### config.mk
export PLATFORM = sky130hd
export DESIGN_NAME = mirfak_div_issue
export DESIGN_NICKNAME = d
export VERILOG_FILES = /design/src/rtl/mirfak_div_issue.sv
export SDC_FILE = /design/constraint.sdc
export NUM_CORES = 1
export LEC_CHECK = 0
export ABC_AREA = 1
export BUFFER_PORTS_ARGS = -buffer_cell sky130_fd_sc_hd__buf_4
export CAP_MARGIN = 20
export CORE_MARGIN = 10
export CORE_UTILIZATION = 30
export DETAILED_ROUTE_END_ITERATION = 10
export GPL_ROUTABILITY_DRIVEN = 0
export PLACE_DENSITY = 0.63
export SYNTH_ARGS = -nofsm -noshare
export SYNTH_HDL_FRONTEND = slang
export SYNTH_SLANG_ARGS = --single-unit
### constraint.sdc
create_clock -name clk_i -period 1.8 [get_ports clk_i]
set_clock_uncertainty 0.2 [all_clocks]
set_input_delay 0.09 -clock clk_i [delete_from_list [all_inputs] [get_ports clk_i]]
set_output_delay 0.09 -clock clk_i [all_outputs]
set_load 0.03 [all_outputs]
### src/rtl/mirfak_div_issue.sv
// mirfak_div_issue
// Issue-side requester for the Mirfak 32-bit iterative divider.
// It takes a divide-class instruction from EX and holds its operands and
// command steady on the divider interface. EX is stalled until the divider
// acks. The requester then returns a one-cycle result pulse. An operation
// killed by a flush is drained, because the divider cannot be aborted.
//
// Optional feature: define MIRFAK_DIV_CACHE_EN to add a one-entry result cache.
// A request that exactly matches the last completed operation then bypasses
// the divider.
//
// Ports
//   clk_i          core clock, shared with the divider
//   rstn_i         synchronous active-low reset
//   ex_req_i       EX holds a valid DIV/DIVU/REM/REMU
//   ex_cmd_i       00 DIV, 01 DIVU, 10 REM, 11 REMU
//   ex_op1_i       dividend
//   ex_op2_i       divisor
//   ex_kill_i      flush of the EX instruction
//   stall_o        hold EX (combinational)
//   result_o       quotient or remainder
//   result_valid_o one-cycle pulse, result consumed
//   div_op1/div_op2/div_cmd/div_enable  registered divider request
//   div_result/div_ack                  divider response
module mirfak_div_issue (
    input  logic        clk_i,
    input  logic        rstn_i,
    input  logic        ex_req_i,
    input  logic [1:0]  ex_cmd_i,
    input  logic [31:0] ex_op1_i,
    input  logic [31:0] ex_op2_i,
    input  logic        ex_kill_i,
    output logic        stall_o,
    output logic [31:0] result_o,
    output logic        result_valid_o,
    output logic [31:0] div_op1,
    output logic [31:0] div_op2,
    output logic [1:0]  div_cmd,
    output logic        div_enable,
    input  logic [31:0] div_result,
    input  logic        div_ack
);

    localparam logic [1:0] S_IDLE  = 2'd0;
    localparam logic [1:0] S_BUSY  = 2'd1;
    localparam logic [1:0] S_DONE  = 2'd2;
    localparam logic [1:0] S_DRAIN = 2'd3;

    logic [1:0]  state_q, state_d;
    logic [31:0] op1_q, op1_d;
    logic [31:0] op2_q, op2_d;
    logic [1:0]  cmd_q, cmd_d;
    logic        en_q, en_d;
    logic [31:0] res_q, res_d;
    logic        accept;
    logic        cache_hit;

    assign accept = ex_req_i && !ex_kill_i;

`ifdef MIRFAK_DIV_CACHE_EN
    logic        c_valid_q;
    logic [31:0] c_op1_q, c_op2_q, c_res_q;
    logic [1:0]  c_cmd_q;
    logic        cache_wr;

    assign cache_hit = c_valid_q && (c_op1_q == ex_op1_i) &&
                       (c_op2_q == ex_op2_i) && (c_cmd_q == ex_cmd_i);
    // Only a completed ack that was not flushed may populate the entry.
    assign cache_wr  = (state_q == S_BUSY) && div_ack && !ex_kill_i;

    always_ff @(posedge clk_i) begin
        if (!rstn_i) begin
            c_valid_q <= 1'b0;
            c_op1_q   <= '0;
            c_op2_q   <= '0;
            c_cmd_q   <= '0;
            c_res_q   <= '0;
        end else if (cache_wr) begin
            c_valid_q <= 1'b1;
            c_op1_q   <= op1_q;
            c_op2_q   <= op2_q;
            c_cmd_q   <= cmd_q;
            c_res_q   <= div_result;
        end
    end
`else
    assign cache_hit = 1'b0;
`endif

    always_comb begin
        state_d = state_q;
        op1_d   = op1_q;
        op2_d   = op2_q;
        cmd_d   = cmd_q;
        en_d    = en_q;
        res_d   = res_q;
        case (state_q)
            S_IDLE: begin
                if (accept) begin
                    if (cache_hit) begin
`ifdef MIRFAK_DIV_CACHE_EN
                        res_d   = c_res_q;
`endif
                        state_d = S_DONE;
                    end else begin
                        op1_d   = ex_op1_i;
                        op2_d   = ex_op2_i;
                        cmd_d   = ex_cmd_i;
                        en_d    = 1'b1;
                        state_d = S_BUSY;
                    end
                end
            end
            S_BUSY: begin
                if (div_ack) begin
                    // The ack dequeues the divider even when EX is flushed
                    // in the same cycle. Only the result pulse is dropped.
                    en_d = 1'b0;
                    if (ex_kill_i) begin
                        state_d = S_IDLE;
                    end else begin
                        res_d   = div_result;
                        state_d = S_DONE;
                    end
                end else if (ex_kill_i) begin
                    state_d = S_DRAIN;
                end
            end
            S_DONE: begin
                // Passing through IDLE guarantees the enable-low gap the
                // divider needs before it re-arms.
                state_d = S_IDLE;
            end
            S_DRAIN: begin
                if (div_ack) begin
                    en_d    = 1'b0;
                    state_d = S_IDLE;
                end
            end
            default: state_d = S_IDLE;
        endcase
    end

    always_ff @(posedge clk_i) begin
        if (!rstn_i) begin
            state_q <= S_IDLE;
            op1_q   <= '0;
            op2_q   <= '0;
            cmd_q   <= '0;
            en_q    <= 1'b0;
            res_q   <= '0;
        end else begin
            state_q <= state_d;
            op1_q   <= op1_d;
            op2_q   <= op2_d;
            cmd_q   <= cmd_d;
            en_q    <= en_d;
            res_q   <= res_d;
        end
    end

    assign stall_o        = accept && (state_q != S_DONE);
    assign result_valid_o = (state_q == S_DONE);
    assign result_o       = res_q;
    assign div_op1        = op1_q;
    assign div_op2        = op2_q;
    assign div_cmd        = cmd_q;
    assign div_enable     = en_q;

endmodule

Yosys cells after proc, flatten, opt, wreduce, memory -nomap -nowiden --
Index checks and enable logic that the tools add are counted.
Storage, ports and cells: bits in read-only memories 0, RAM bits 0, input port bits 103, bits in latches 0, output and inout port bits 101, register bits after elaboration 101, memories 0
Cells by class: equal/unequal tests 8, divide/modulo/power cells 0, add/subtract/negate cells 0, reductions and logical operators 10, bitwise gates (word level) 1, $mul 0, shift operators 0, $lt $le $gt $ge 0, muxes and demuxes 9
Operators with widths (count):
- $mux 2 | 5
- $reduce_and 3->1 | 3
- $pmux 2 s4 | 1
- $ne 2x2->1 const B | 3
- $eq 2x2->1 const B | 2
- $ne 3x3->1 const B | 1
- $eq 2x1->1 const B | 1
- $logic_and 1x1->1 | 2
- $logic_not 2->1 | 1
- $mux 1 | 2
- $ne 2x1->1 const B | 1
- $pmux 1 s2 | 1
- $reduce_and 2->1 | 1
- $reduce_bool 2->1 | 1
- $reduce_or 2->1 | 1
- $logic_not 1->1 | 1
- $not 1->1 | 1

Longest topological paths before layout --
Gate-level depths: netlist of the first run.
depth after elaboration 4, gate-level depth with buffers 8

Least setup slack after synthesis of the first run --
OpenSTA, ideal clock, no wires.
kind flip-flop to output port, start register state_q[1], end output port stall_o, cell stages (with the launch flop) 4, data required time 1.510 ns, path slack 0.347 ns, arrival 1.163 ns, cell sequence dfxtp_1 inv_2 nor2_1 nor2_1
Between the ends: longest elaborated chain between the ends 2
RTL lines:
- from (decl) | RTL line 49 | logic [1:0] state_q, state_d;
- from (signal assigned) | RTL line 153 | state_q <= state_d;
- $ne 2x2->1 | RTL line 162 | assign stall_o = accept && (state_q != S_DONE);
- $logic_and 1x1->1 | RTL line 162
- to (decl) | RTL line 33 | output logic stall_o,
Every way passes these cells.

Worst setup path in the final report of the first run --
start input port ex_kill_i, end register op2_q[15] (netlist: div_op2[15])
Between the ends: longest elaborated chain between the ends 3
RTL lines:
- from (decl) | RTL line 32 | input logic ex_kill_i,
- $logic_not 1->1 | RTL line 58 | assign accept = ex_req_i && !ex_kill_i;
- $logic_and 1x1->1 | RTL line 58
- $reduce_and 2->1 (no source line)
- to (signal assigned) | RTL line 155 | op2_q <= op2_d;
- to (decl) | RTL line 51 | logic [31:0] op2_q, op2_d;
Every way passes these cells. A chain may end at the register's enable or synchronous reset.

==> results_dict.tcl, run 1 <==
set metrics [dict create \
    vias 4296 \
    numCtsBuffers 9 \
    clkPwrFrac_pct 32.0 \
    hp-class "in -> reg" \
    synth-edff-count 0 \
    power_uw 6210 \
    ys_types 16 \
    yosysMostFrequentCell "nor2_1" \
    synth-main-ff-cell "dfxtp_1" \
    fill_cells 1242 \
    pwr-share-comb_pct 27.0 \
    tritoncts "yes" \
    finalSetupViolCount 0 \
    ant_nets 0 \
    seq_area_mm2 0.00202 \
    synth_top_cell_area_share_pct 50.8 \
    crit_start "ex_kill_i" \
    yosys_warnings 0 \
    grt_overflow 0 \
    critPathBufInv 4 \
    required_ns 1.84 \
    cp_max_fo 49 \
    cpMostUsedCell "nand2_1" \
    hold_viol 0 \
    drc 0 \
    clk_pin_slew_ns 0.07 \
    end_kind "flip-flop" \
    die_x_um 135 \
    async_reset_ff_share_pct 0 \
    clock-sinks 101 \
    p_int_uw 4340 \
    worstMarginPinSlew_ns 0.307 \
    crit_chain "dlygate4sd3_1, buf_4, inv_1, nand2_1, nor2_4, buf_12, nand2_1, nand2_1, nor2_1" \
    synth_seq_area_share_pct 50.8 \
    diodes 0 \
    grt_first_pass_wirelength_um 21200 \
    via_per_inst 4.05 \
    leakagePower_uw 0.00355 \
    ir_worst_vdd_mv 0.443 \
    swShare_pct 30.2 \
    initialDrtViolationCount 201 \
    cp-start-kind "input port" \
    nets 984 \
    avgSynthCellArea_um2 6.76 \
    critPathSlowestCell "dlygate4sd3_1" \
    power.switching_uw 1870 \
    finalCritPeriodShare_pct 90.8 \
    first_pass_iters 4 \
    slew_headroom_pct 79.5 \
    timing.fmax_mhz 612 \
    fin_crit_ns 1.63 \
    die-area_mm2 0.0183 \
    io_buffers 203 \
    cp_top_family "buffers and inverters" \
    detail_route.wl_per_cell_um 12.5 \
    rsz0062_at_grt "no" \
    status "completed" \
    synth.area.top_cells "dfxtp_1 (51%), nor2_1 (19%), nand2_1 (13%)" \
    synth_nets 692 \
    multiInputGateArea_mm2 0.00150 \
    dp_hpwl_um 8850 \
    hold_start "ex_req_i" \
    grt_pass1_vias 4132 \
    pwr-share-seq_pct 41.0 \
    ios 204 \
    tns_ns 0 \
    clock_latency_ns 0.34 \
    worstSetupPathType "in -> reg" \
    drv_cap 0 \
    power_density_mw_per_mm2 890 \
    drv_slew 0 \
    slowest_delay_ns 0.55 \
    rows 42 \
    yosys-top-cells-count "nor2_1 (204), nand2_1 (141), dfxtp_1 (101), inv_1 (70), o21ai_0 (32)" \
    drive_gt1_share_pct 26.0 \
    antenna_found_initial 0 \
    grt_usage_pct 14.2 \
    die_h_um 135 \
    cts_buffer_depth 2 \
    synth_top_area_cell "dfxtp_1" \
    synth_cells 589 \
    htree_levels 3 \
    r2r-start "state_q[0]" \
    area_growth_pct 75.3 \
    synth_seq_cells 101 \
    cts_root_buf "clkbuf_16" \
    core-area_mm2 0.0131 \
    wirelength_um 13300 \
    initial_utilization_pct 30.3 \
    crit_arrival_ns 1.67 \
    grt_max_degree 59 \
    netlist_area_mm2 0.00398 \
]
[placed cells by master (no fill, tap or decap)]
cell and n:
buf_4 206, nor2_1 204, nand2_1 141, dfxtp_1 101, dlygate4sd3_1 101, inv_1 70
o21ai_0 32, clkbuf_16 9, buf_12 5, inv_2 3, nand3_1 3, clkbuf_1 2
clkbuf_8 2, nor2_4 1, nor3_1 1, nand2_2 1, a21oi_1 1, clkinv_4 1
bufinv_16 1, clkinv_2 1
[layer usage]
| metal | track usage [%] | vias to the layer above | part of all wire, % |
|---|---|---|---|
| met5 | 0 | - | 0 |
| met4 | 5.32 | 0 | 1.9 |
| met3 | 6.05 | 18 | 9.3 |
| met2 | 23.7 | 130 | 47 |
| met1 | 15.9 | 1847 | 42 |
| li1 | - | 2301 | - |
[worst paths after layout]
kind	cells after the start	endpoint	slack, ns
max	9	div_op2[15]	0.17
min	5	state_q[0]	0.05
max reg2reg	7	div_op2[15]	0.25
min reg2reg	2	div_op1[18]	0.28
[stage by stage]
| step | utilization [%] | std cells | setup slack (ns) | hold slack (ns) | area [µm²] |
|---|---|---|---|---|---|
| after floorplan | - | 589 | 0.347 | 0.0537 | 3980 |
| after global placement | 43.1 | 945 | 0.301 | 0.142 | 5660 |
| after detailed placement | 43.1 | 945 | 0.279 | 0.146 | 5660 |
| after CTS | 53.1 | 1062 | 0.166 | 0.0240 | 6980 |
| after global routing | 53.1 | 1062 | 0.000327 | 0.0669 | 6980 |
| final | 53.1 | 1062 | 0.166 | 0.0459 | 6980 |
[power groups by stage]
stage / Combinational (µW) / Sequential [µW] / Clock [µW]
4_1_cts: 1680 / 2540 / 2060
6_report: 1680 / 2540 / 1990
2_1_floorplan: 522 / 2970 / 0
3_3_place_gp: 1500 / 2580 / 0
5_1_grt: 1830 / 2570 / 2140
3_5_place_dp: 1500 / 2590 / 0
[sequential cells by signal (all words and copies together) (netlist names)]
register / flops
div_op2: 32
div_cmd: 2
div_op1: 32
div_enable: 1
state_q: 2
result_o: 32
[what timing repair did]
item	4_1_cts	5_1_grt
endpoints found under the setup margin	0	1
hold buffers	101	0
endpoints found under the hold margin	101	0
setup buffers	0	0
gates resized for setup	0	0
[logic make-up after synthesis]
kind of cell	synth area share [%]
flip-flops	50.8
AND/OR/NAND/NOR	33.5
buffers and inverters	11.5
AO/OA/AOI/OAI	4.15
[area by class of cell]
class	count	area share [%]
timing repair buffer	312	38.1
sequential	101	29.0
tap	176	3.16
clock buffer	13	3.73
inverter	73	3.93
clock inverter	3	0.628
multi-input combinational	384	21.5
[tightest hold or removal path, delay by kind of cell]
family | cells | cell delay [ns]
AND/OR/NAND/NOR | 4 | 0.36
buffers and inverters | 1 | 0.10
Note: power is estimated with default switching activity, not from simulation.
==> inputs of run 2 (changes only) <==
- BUFFER_PORTS_ARGS: -buffer_cell sky130_fd_sc_hd__buf_4 -> default
- DONT_BUFFER_PORTS: default -> 1
- PLACE_DENSITY: 0.63 -> 0.5
==> run 2 against run 1 <==
Effect of this change:
- the flow now finishes with violations (hold timing)
- wire length fell by 20%
- combinational power fell by 64%
- sequential power rose by 17%
- final cell count fell by 28%
- core utilization fell by 19 points
- sequential cell count did not move
- first-iteration DRC count fell by 56%
- non-clock buffer count fell by 296
- power fell by 10%
- largest cell class is now registers
==> results_dict.tcl, run 2 (same netlist as run 1, synthesis figures left out) <==
set metrics [dict create \
    status "complete, but fails checks" \
    violations "hold timing" \
    drv_cap 0 \
    layout_common_cells "nor2_1 (204), nand2_1 (141), dfxtp_1 (101)" \
    core-area_mm2 0.0131 \
    tritoncts "yes" \
    fin_crit_ns 1.66 \
    rows 42 \
    clock_latency_ns 0.34 \
    wirelength_um 10600 \
    dp_hpwl_um 7970 \
    clk_pin_slew_ns 0.07 \
    timing.fmax_mhz 601 \
    first_pass_iters 5 \
    vias 3254 \
    numCtsBuffers 9 \
    leakagePower_uw 0.00213 \
    diodes 0 \
    critPathBufInv 1 \
    timing.final.ws_setup_ns 0.137 \
    finalCritPeriodShare_pct 92.4 \
    die_x_um 135 \
    ctsHoldBuffers 5 \
    io_buffers 0 \
    ios 204 \
    ir_worst_vdd_mv 0.473 \
    cts_buffer_depth 2 \
    whs_ns -0.324 \
    critPathSlowestCell "dlygate4sd3_1" \
    cp_top_family "buffers and inverters" \
    drive_gt1_share_pct 5.42 \
    slew_headroom_pct 62.1 \
    grt_overflow 0 \
    crit_chain "nor2_1, nand2_1, nand3_1, dlygate4sd3_1, nor2_1" \
    dp.cells 745 \
    cts_root_buf "clkbuf_16" \
    cp_max_fo 4 \
    tns_ns 0 \
    worstSetupPathType "reg -> reg" \
    grt_first_pass_wirelength_um 16400 \
    hp-class "in -> reg" \
    drv_slew 0 \
    crit_arrival_ns 1.70 \
    die-area_mm2 0.0183 \
    ant_nets 0 \
    dp_slack_ns 0.132 \
    end_kind "flip-flop" \
    slowest_delay_ns 0.55 \
    area_growth_pct 12.8 \
    drc 0 \
    finalSetupViolCount 0 \
    initialDrtViolationCount 88 \
    die_h_um 135 \
    required_ns 1.84 \
    via_per_inst 4.25 \
    initial_utilization_pct 30.3 \
    rsz0062_at_grt "no" \
    nets 688 \
    power_density_mw_per_mm2 1240 \
    grt_max_degree 102 \
    grt_pass1_vias 3120 \
    clock-sinks 101 \
    stdcell_count 766 \
    cp-start-kind "flip-flop" \
    detail_route.wl_per_cell_um 13.9 \
    htree_levels 3 \
    antenna_found_initial 0 \
    grt_usage_pct 11.2 \
    cpMostUsedCell "nor2_1" \
    worstMarginPinSlew_ns 0.566 \
    final_common_cell "nor2_1" \
    hold_viol 98 \
]
run 2: power by group:
part	switching [µW]	total, µW	leakage [µW]	internal (µW)
Sequential	532	2970	0.000826	2440
Combinational	355	597	0.00115	243
Clock	845	2000	0.000148	1150
Total	1730	5560	0.00213	3830
run 2: area by class of cell:
class	count	area (µm²)
clock buffers	11	253
clock inverters	5	58.8
fillers	1426	8650
inverters	73	274
multi-input cells	384	1500
flip-flops and latches	101	2020
well taps	176	220
repair buffers	16	158
run 2: final timing paths:
check / cells past startpoint / endpoint / slack [ns] / from
worst min register to register: 2 / div_enable / 0.31 / div_enable
worst max register to register: 5 / state_q[1] / 0.14 / state_q[1]
worst max-delay path: 5 / state_q[1] / 0.14 / state_q[1]
worst min-delay path: 2 / result_o[14] / -0.32 / rstn_i
run 2: routing by layer:
layer / vias up / global-route usage, % / part of all wire (%)
li1: 1705 / - / -
met1: 1394 / 12.0 / 39
met2: 140 / 16.9 / 44
met3: 15 / 7.38 / 15
met4: 0 / 5.14 / 2.0
met5: - / 0 / 0
run 2: what timing repair did:
item | in CTS | in global routing
buffers inserted | 0 | 0
endpoints found under the hold margin | 101 | 98
endpoints found under the setup margin | 0 | 21
resized for setup | 0 | 1
run 2: through the flow:
stage	total power (µW)	cell area, µm²	util [%]
after global routing	5870	4490	34.2
after CTS	5670	4480	34.1
after global placement	3590	4120	31.4
final	5560	4490	34.2
after floorplan	3490	3980	-
after detailed placement	3620	4120	31.4
